File: src/rtl/regfile_pkg.sv
// Shared defaults and index type for the scoreboarded register file.
package regfile_pkg;
    localparam int DEFAULT_DATA_W    = 32;
    localparam int DEFAULT_NUM_REGS  = 16;
    localparam int DEFAULT_PC_OFFSET = 8;
    localparam int DEFAULT_IDX_W     = $clog2(DEFAULT_NUM_REGS);

    typedef logic [DEFAULT_IDX_W-1:0] reg_idx_t;
endpackage

File: src/rtl/regfile_scoreboard.sv
// Busy-bit scoreboard: issue sets, write-back clears, issue wins on a tie.
// The PC alias index never reports busy.
module regfile_scoreboard
    import regfile_pkg::*;
#(
    parameter int NUM_REGS = DEFAULT_NUM_REGS,
    parameter int PC_IDX   = NUM_REGS - 1,
    localparam int IDX_W   = $clog2(NUM_REGS)
) (
    input  logic             clk,
    input  logic             reset,
    input  logic             issue_valid_i,
    input  logic [IDX_W-1:0] issue_dest_i,
    input  logic             clear_en_i,
    input  logic [IDX_W-1:0] clear_idx_i,
    input  logic [IDX_W-1:0] rd_idx1_i,
    input  logic [IDX_W-1:0] rd_idx2_i,
    output logic             busy1_o,
    output logic             busy2_o
);
    logic [NUM_REGS-1:0] busy_q, busy_d;

    always_comb begin
        busy_d = busy_q;
        if (clear_en_i) busy_d[clear_idx_i] = 1'b0;
        // Set after clear so a same-cycle reissue keeps the bit.
        if (issue_valid_i) busy_d[issue_dest_i] = 1'b1;
        busy_d[PC_IDX] = 1'b0;
    end

    always_ff @(posedge clk or negedge reset) begin
        if (!reset) busy_q <= '0;
        else        busy_q <= busy_d;
    end

    assign busy1_o = busy_q[rd_idx1_i];
    assign busy2_o = busy_q[rd_idx2_i];
endmodule

File: src/rtl/register_file_sb.sv
// Register file with PC alias on reads, PC redirect on writes, and a busy scoreboard.
// Optional write-to-read bypass is enabled by defining REGFILE_BYPASS_EN.
module register_file_sb
    import regfile_pkg::*;
#(
    parameter int DATA_W    = DEFAULT_DATA_W,
    parameter int NUM_REGS  = DEFAULT_NUM_REGS,
    parameter int PC_IDX    = NUM_REGS - 1,
    parameter int PC_OFFSET = DEFAULT_PC_OFFSET,
    localparam int IDX_W    = $clog2(NUM_REGS)
) (
    input  logic              clk,
    input  logic              reset,
    input  logic              writeEnable,
    input  logic [IDX_W-1:0]  writeDestination,
    input  logic [DATA_W-1:0] writeData,
    input  logic [IDX_W-1:0]  readReg1,
    input  logic [IDX_W-1:0]  readReg2,
    input  logic [DATA_W-1:0] oldPCVal,
    input  logic              issueValid,
    input  logic [IDX_W-1:0]  issueDest,
    output logic [DATA_W-1:0] readData1,
    output logic [DATA_W-1:0] readData2,
    output logic              busy1,
    output logic              busy2,
    output logic              stall,
    output logic              writeToPC,
    output logic [DATA_W-1:0] pcTarget
);
    localparam logic [IDX_W-1:0]  PC_SEL = IDX_W'(PC_IDX);
    localparam logic [DATA_W-1:0] PC_ADD = DATA_W'(PC_OFFSET);

    logic [DATA_W-1:0] regs_q [NUM_REGS];
    logic              write_to_pc_q;
    logic [DATA_W-1:0] pc_target_q;
    logic              wr_pc, wr_arr;
    logic [DATA_W-1:0] pc_read, rd1, rd2;
    logic              sb_busy1, sb_busy2;

    assign wr_pc   = writeEnable && (writeDestination == PC_SEL);
    assign wr_arr  = writeEnable && (writeDestination != PC_SEL);
    assign pc_read = oldPCVal + PC_ADD;

    always_ff @(posedge clk or negedge reset) begin
        if (!reset) begin
            for (int i = 0; i < NUM_REGS; i++) regs_q[i] <= '0;
            write_to_pc_q <= 1'b0;
            pc_target_q   <= '0;
        end else begin
            if (wr_arr) regs_q[writeDestination] <= writeData;
            write_to_pc_q <= wr_pc;
            if (wr_pc) pc_target_q <= writeData;
        end
    end

    regfile_scoreboard #(
        .NUM_REGS (NUM_REGS),
        .PC_IDX   (PC_IDX)
    ) u_scoreboard (
        .clk           (clk),
        .reset         (reset),
        .issue_valid_i (issueValid),
        .issue_dest_i  (issueDest),
        .clear_en_i    (writeEnable),
        .clear_idx_i   (writeDestination),
        .rd_idx1_i     (readReg1),
        .rd_idx2_i     (readReg2),
        .busy1_o       (sb_busy1),
        .busy2_o       (sb_busy2)
    );

    assign rd1 = (readReg1 == PC_SEL) ? pc_read : regs_q[readReg1];
    assign rd2 = (readReg2 == PC_SEL) ? pc_read : regs_q[readReg2];

`ifdef REGFILE_BYPASS_EN
    logic byp1, byp2;
    // PC writes never bypass: wr_arr already excludes the alias index.
    assign byp1      = wr_arr && (readReg1 == writeDestination);
    assign byp2      = wr_arr && (readReg2 == writeDestination);
    assign readData1 = byp1 ? writeData : rd1;
    assign readData2 = byp2 ? writeData : rd2;
    assign busy1     = sb_busy1 & ~byp1;
    assign busy2     = sb_busy2 & ~byp2;
`else
    assign readData1 = rd1;
    assign readData2 = rd2;
    assign busy1     = sb_busy1;
    assign busy2     = sb_busy2;
`endif

    assign stall     = busy1 | busy2;
    assign writeToPC = write_to_pc_q;
    assign pcTarget  = pc_target_q;
endmodule

File: config.mk
export PLATFORM = sky130hd
export DESIGN_NAME = register_file_sb
export DESIGN_NICKNAME = d
export VERILOG_FILES = /design/src/rtl/regfile_pkg.sv /design/src/rtl/regfile_scoreboard.sv /design/src/rtl/register_file_sb.sv
export SDC_FILE = /design/constraint.sdc
export NUM_CORES = 1
export LEC_CHECK = 0
export CAP_MARGIN = 30
export CORE_UTILIZATION = 55
export DETAILED_ROUTE_END_ITERATION = 6
export GPL_ROUTABILITY_DRIVEN = 0
export GPL_TIMING_DRIVEN = 1
export PLACE_DENSITY = 0.75
export RECOVER_POWER = 50
export SYNTH_ARGS = -nofsm -noshare
export SYNTH_HDL_FRONTEND = slang
export SYNTH_SLANG_ARGS = --single-unit
export TNS_END_PERCENT = 30
File: constraint.sdc
create_clock -name clk -period 4.55 [get_ports clk]
set_input_delay 0.455 -clock clk [delete_from_list [all_inputs] [get_ports clk]]
set_output_delay 0.455 -clock clk [all_outputs]
set_load 0.005 [all_outputs]
==> results.sh <==
export IMPL_run_status="complete, but fails checks"
export IMPL_violations_in_the_final_reports="max-capacitance violations, max-slew violations"
export IMPL_clk_lat_worst_skew_ps=620
export IMPL_vias_per_cell=6.85
export IMPL_critical_path_max_fanout=5
export IMPL_syn_cell_area_sq_um=28600
export IMPL_r2r_start="regs_q[230]"
export IMPL_hold_depth=0
export IMPL_vias_post_dr=19800
export IMPL_grt_ovfl_total=0
export IMPL_num_fill_cells=3736
export IMPL_pin_count=184
export IMPL_clock_skew_final_ps=0
export IMPL_start_util_pct=55.7
export IMPL_floorplan_die_area_sq_um=53000
export IMPL_detail_route_wl_per_cell_um=29.0
export IMPL_rows=83
export IMPL_synth_simple_gate_area_share_pct=3.62
export IMPL_timing_critical_path_required_ps=4090
export IMPL_cts_tree="done"
export IMPL_worst_slew_margin_rel_pct=-66.9
export IMPL_drtPass1Iterations=5
export IMPL_finalCritPeriodShare_pct=96.2
export IMPL_post_synthesis_async_set_or_reset_flop_share_pct=100
export IMPL_yosys_warnings=0
export IMPL_synth_cell_type_count=56
export IMPL_crit_path_max_incr_delay_ps=640
export IMPL_cts_post_setup_buffers_inserted=0
export IMPL_post_synth_mux_area_share_pct=39.6
export IMPL_syn_inst=2064
export IMPL_top_reg_cell_synth="sky130_fd_sc_hd__dfrtp_1"
export IMPL_combinational_family_with_the_most_area_after_synthesis="multiplexers"
export IMPL_p_leak_nw=13.6
export IMPL_min_from="regs_q[10]"
export IMPL_ant_nets=0
export IMPL_design_core_area_sq_um=51400
export IMPL_timing_fmax_ghz=0.228
export IMPL_grt_util_all_layers_pct=32.3
export IMPL_dpl_instance_area_sq_um=31100
export IMPL_crit_buf_inv=2
export IMPL_maxCapViolations=6
export IMPL_timing_worst_setup_path_type="primary input to output pin"
export IMPL_cts_resized=0
export IMPL_holdWs_ps=374
export IMPL_worst_path_max_delay_cell="sky130_fd_sc_hd__nor4_1"
export IMPL_rsz0062_at_grt="false"
export IMPL_synth_adder_area_share_pct=0.0437
export IMPL_critical_path_sink_type="output pin"
export IMPL_post_dp_hpwl_um=52100
export IMPL_synth_edf_count=0
export IMPL_power_per_cell_area_nw_per_um2=457
export IMPL_postCtsHoldBufs=1
export IMPL_setup_reg_to_reg_worst_slack_ps=3710
export IMPL_capture_endpoint_of_the_worst_hold_path="regs_q[10]"
export IMPL_cts_root_buf="sky130_fd_sc_hd__clkbuf_16"
export IMPL_grt_max_degree=125
export IMPL_period_minus_slack_ps=4380
export IMPL_route_final_wire_length_um=84200
export IMPL_post_synth_xor_area_fraction_pct=0.826
export IMPL_clkTransAtPathRegs_ps=60
export IMPL_yosysSeqAreaShare_pct=46.2
export IMPL_cts_buffer_depth=3
export IMPL_drcViolationCount=0
export IMPL_timing_critical_path_from_type="primary input"
export IMPL_finalSetupViolCount=0
export IMPL_area_growth_synth_to_final_pct=15.2
export IMPL_grt_pass1_wl_um=129000
export IMPL_syn_nets=2149
export IMPL_inserted_diodes=0
export IMPL_clock_sink_count=529
export IMPL_synthesis_area_per_instance_sq_um=13.9
export IMPL_ff2ff_path_depth=1
export IMPL_grt_pass1_vias=20800
export IMPL_crit_reg2reg_capture="regs_q[230]"
export IMPL_synth_compound_area_share_pct=5.78
export IMPL_crit_arrival_ps=3920
export IMPL_cts_made_buffers=56
export IMPL_fin_nets=2259
export IMPL_vdd_ir_drop_worst_v=0.000329
export IMPL_dieWidth_um=230
export IMPL_setup_tns_ps=0
export IMPL_h_tree_levels=2
export IMPL_tightestPinTransition_ps=2490
export IMPL_final_hold_viol_count=0
export IMPL_dieHeight_um=230
export IMPL_layout_cell_area_non_filler_sq_um=33000
export IMPL_path_cells="clkdlybuf4s50_1 -> ha_1 -> nand4_1 -> nor4_1 -> nand4_1 -> xnor2_1 -> o221a_1 -> clkdlybuf4s50_1"
export IMPL_total_power_mw=15.1
export IMPL_synth_seq_cells=529
export IMPL_layout_drive_gt1_share_pct=43.0
export IMPL_buffer_ports_inserted=183
export IMPL_dr_first_iter_drc_count=1968
export IMPL_initial_antenna_violation_count=2
export IMPL_timing_max_transition_violations_final=167
export IMPL_critPathTopFamily="buffers and inverters"
export IMPL_holdCritPathClass="flip-flop to flip-flop"
## state kept, by name, indices dropped and copies added, names as in the netlist
signal and cells:
regs_q 481, pcTarget 32, u_scoreboard.busy_q 15, writeToPC 1
## final cells by class
| cell class | count | area, sq um | area share (%) |
|---|---|---|---|
| Inverter | 32 | 120 | 0.364 |
| Tap cell | 680 | 851 | 2.58 |
| Clock buffer | 82 | 1700 | 5.15 |
| Timing Repair Buffer | 248 | 2480 | 7.52 |
| Clock inverter | 20 | 250 | 0.758 |
| Sequential cell | 529 | 13200 | 40.1 |
| Multi-Input combinational cell | 1307 | 14400 | 43.5 |
## per-layer routing
metal | global-route usage [%] | up-vias | routed length, um
met2 | 51.0 | 970 | 40200
met3 | 5.57 | 230 | 6460
met4 | 15.5 | 4 | 3950
met1 | 43.6 | 10500 | 33500
met5 | 0 | - | 37
li1 | - | 8109 | -
## worst max-delay path by stage
stage,cells after the start,to,from
finish,8,readData1[31],oldPCVal[3]
global route,8,readData1[31],oldPCVal[3]
CTS,8,readData1[31],oldPCVal[3]
detailed placement,8,readData1[31],oldPCVal[3]
global placement,8,readData1[31],oldPCVal[3]
floorplan,8,readData1[26],readReg1[0]
## metrics by stage
step | utilization, % | setup slack (ps) | cells
after global routing | 64.2 | 102 | 2898
after CTS | 64.4 | 149 | 2898
final | 64.2 | 173 | 2898
after global placement | 60.5 | 81.8 | 2795
after floorplan | - | 2290 | 2064
after detailed placement | 60.5 | 160 | 2795
## synthesized netlist by cell type (18+ instances only)
cell / n / share of area (%)
sky130_fd_sc_hd__nand3_1: 24 / 0.42
sky130_fd_sc_hd__inv_1: 32 / 0.42
sky130_fd_sc_hd__o22ai_1: 22 / 0.48
sky130_fd_sc_hd__a221oi_1: 18 / 0.55
sky130_fd_sc_hd__a21oi_1: 75 / 1.3
sky130_fd_sc_hd__o21ai_0: 50 / 0.87
sky130_fd_sc_hd__mux2i_1: 43 / 1.5
sky130_fd_sc_hd__o221ai_1: 58 / 1.8
sky130_fd_sc_hd__mux4_2: 195 / 15
sky130_fd_sc_hd__buf_2: 83 / 1.5
sky130_fd_sc_hd__dfrtp_1: 529 / 46
sky130_fd_sc_hd__nor2_1: 49 / 0.64
sky130_fd_sc_hd__mux2_2: 575 / 23
sky130_fd_sc_hd__nand2_1: 68 / 0.89
sky130_fd_sc_hd__clkbuf_1: 72 / 0.94
## where the power goes
| part | switching (mW) | internal, mW | total [mW] |
|---|---|---|---|
| Combinational | 1.37 | 2.26 | 3.63 |
| Sequential | 0.811 | 5.80 | 6.61 |
| Clock | 1.93 | 2.91 | 4.84 |
| Total | 4.12 | 11.0 | 15.1 |
## cell families after synthesis
| logic type | Yosys count |
|---|---|
| muxes | 818 |
| DFF | 529 |
| AOI/OAI and AO/OA | 250 |
| buffers and inverters | 228 |
| and+or+nand+nor | 211 |
| xor gates and xnor gates | 27 |
| adders and majority gates | 1 |
## placed cells by master, fill, tap and decap left out, types with 7 or more instances in the layout
cell	synthesis	final
sky130_fd_sc_hd__mux2i_1	43	43
sky130_fd_sc_hd__a21oi_1	75	75
sky130_fd_sc_hd__nand2_1	68	68
sky130_fd_sc_hd__clkinv_2	0	14
sky130_fd_sc_hd__o21ai_0	50	50
sky130_fd_sc_hd__nand2b_1	15	13
sky130_fd_sc_hd__clkbuf_16	0	57
sky130_fd_sc_hd__o221ai_1	58	58
sky130_fd_sc_hd__xnor2_1	11	11
sky130_fd_sc_hd__o22ai_1	22	22
sky130_fd_sc_hd__nor2_1	49	42
sky130_fd_sc_hd__inv_1	32	32
sky130_fd_sc_hd__and3_1	7	7
sky130_fd_sc_hd__nand3_1	24	24
sky130_fd_sc_hd__mux4_2	195	195
sky130_fd_sc_hd__mux2_2	575	575
sky130_fd_sc_hd__xor2_1	16	16
sky130_fd_sc_hd__nand4_1	12	12
sky130_fd_sc_hd__clkbuf_8	0	19
sky130_fd_sc_hd__clkbuf_1	72	9
sky130_fd_sc_hd__a221oi_1	18	18
sky130_fd_sc_hd__clkdlybuf4s50_1	0	172
sky130_fd_sc_hd__buf_12	0	15
sky130_fd_sc_hd__dfrtp_1	529	529
sky130_fd_sc_hd__buf_4	15	47
(Power assumes the default switching activity.)
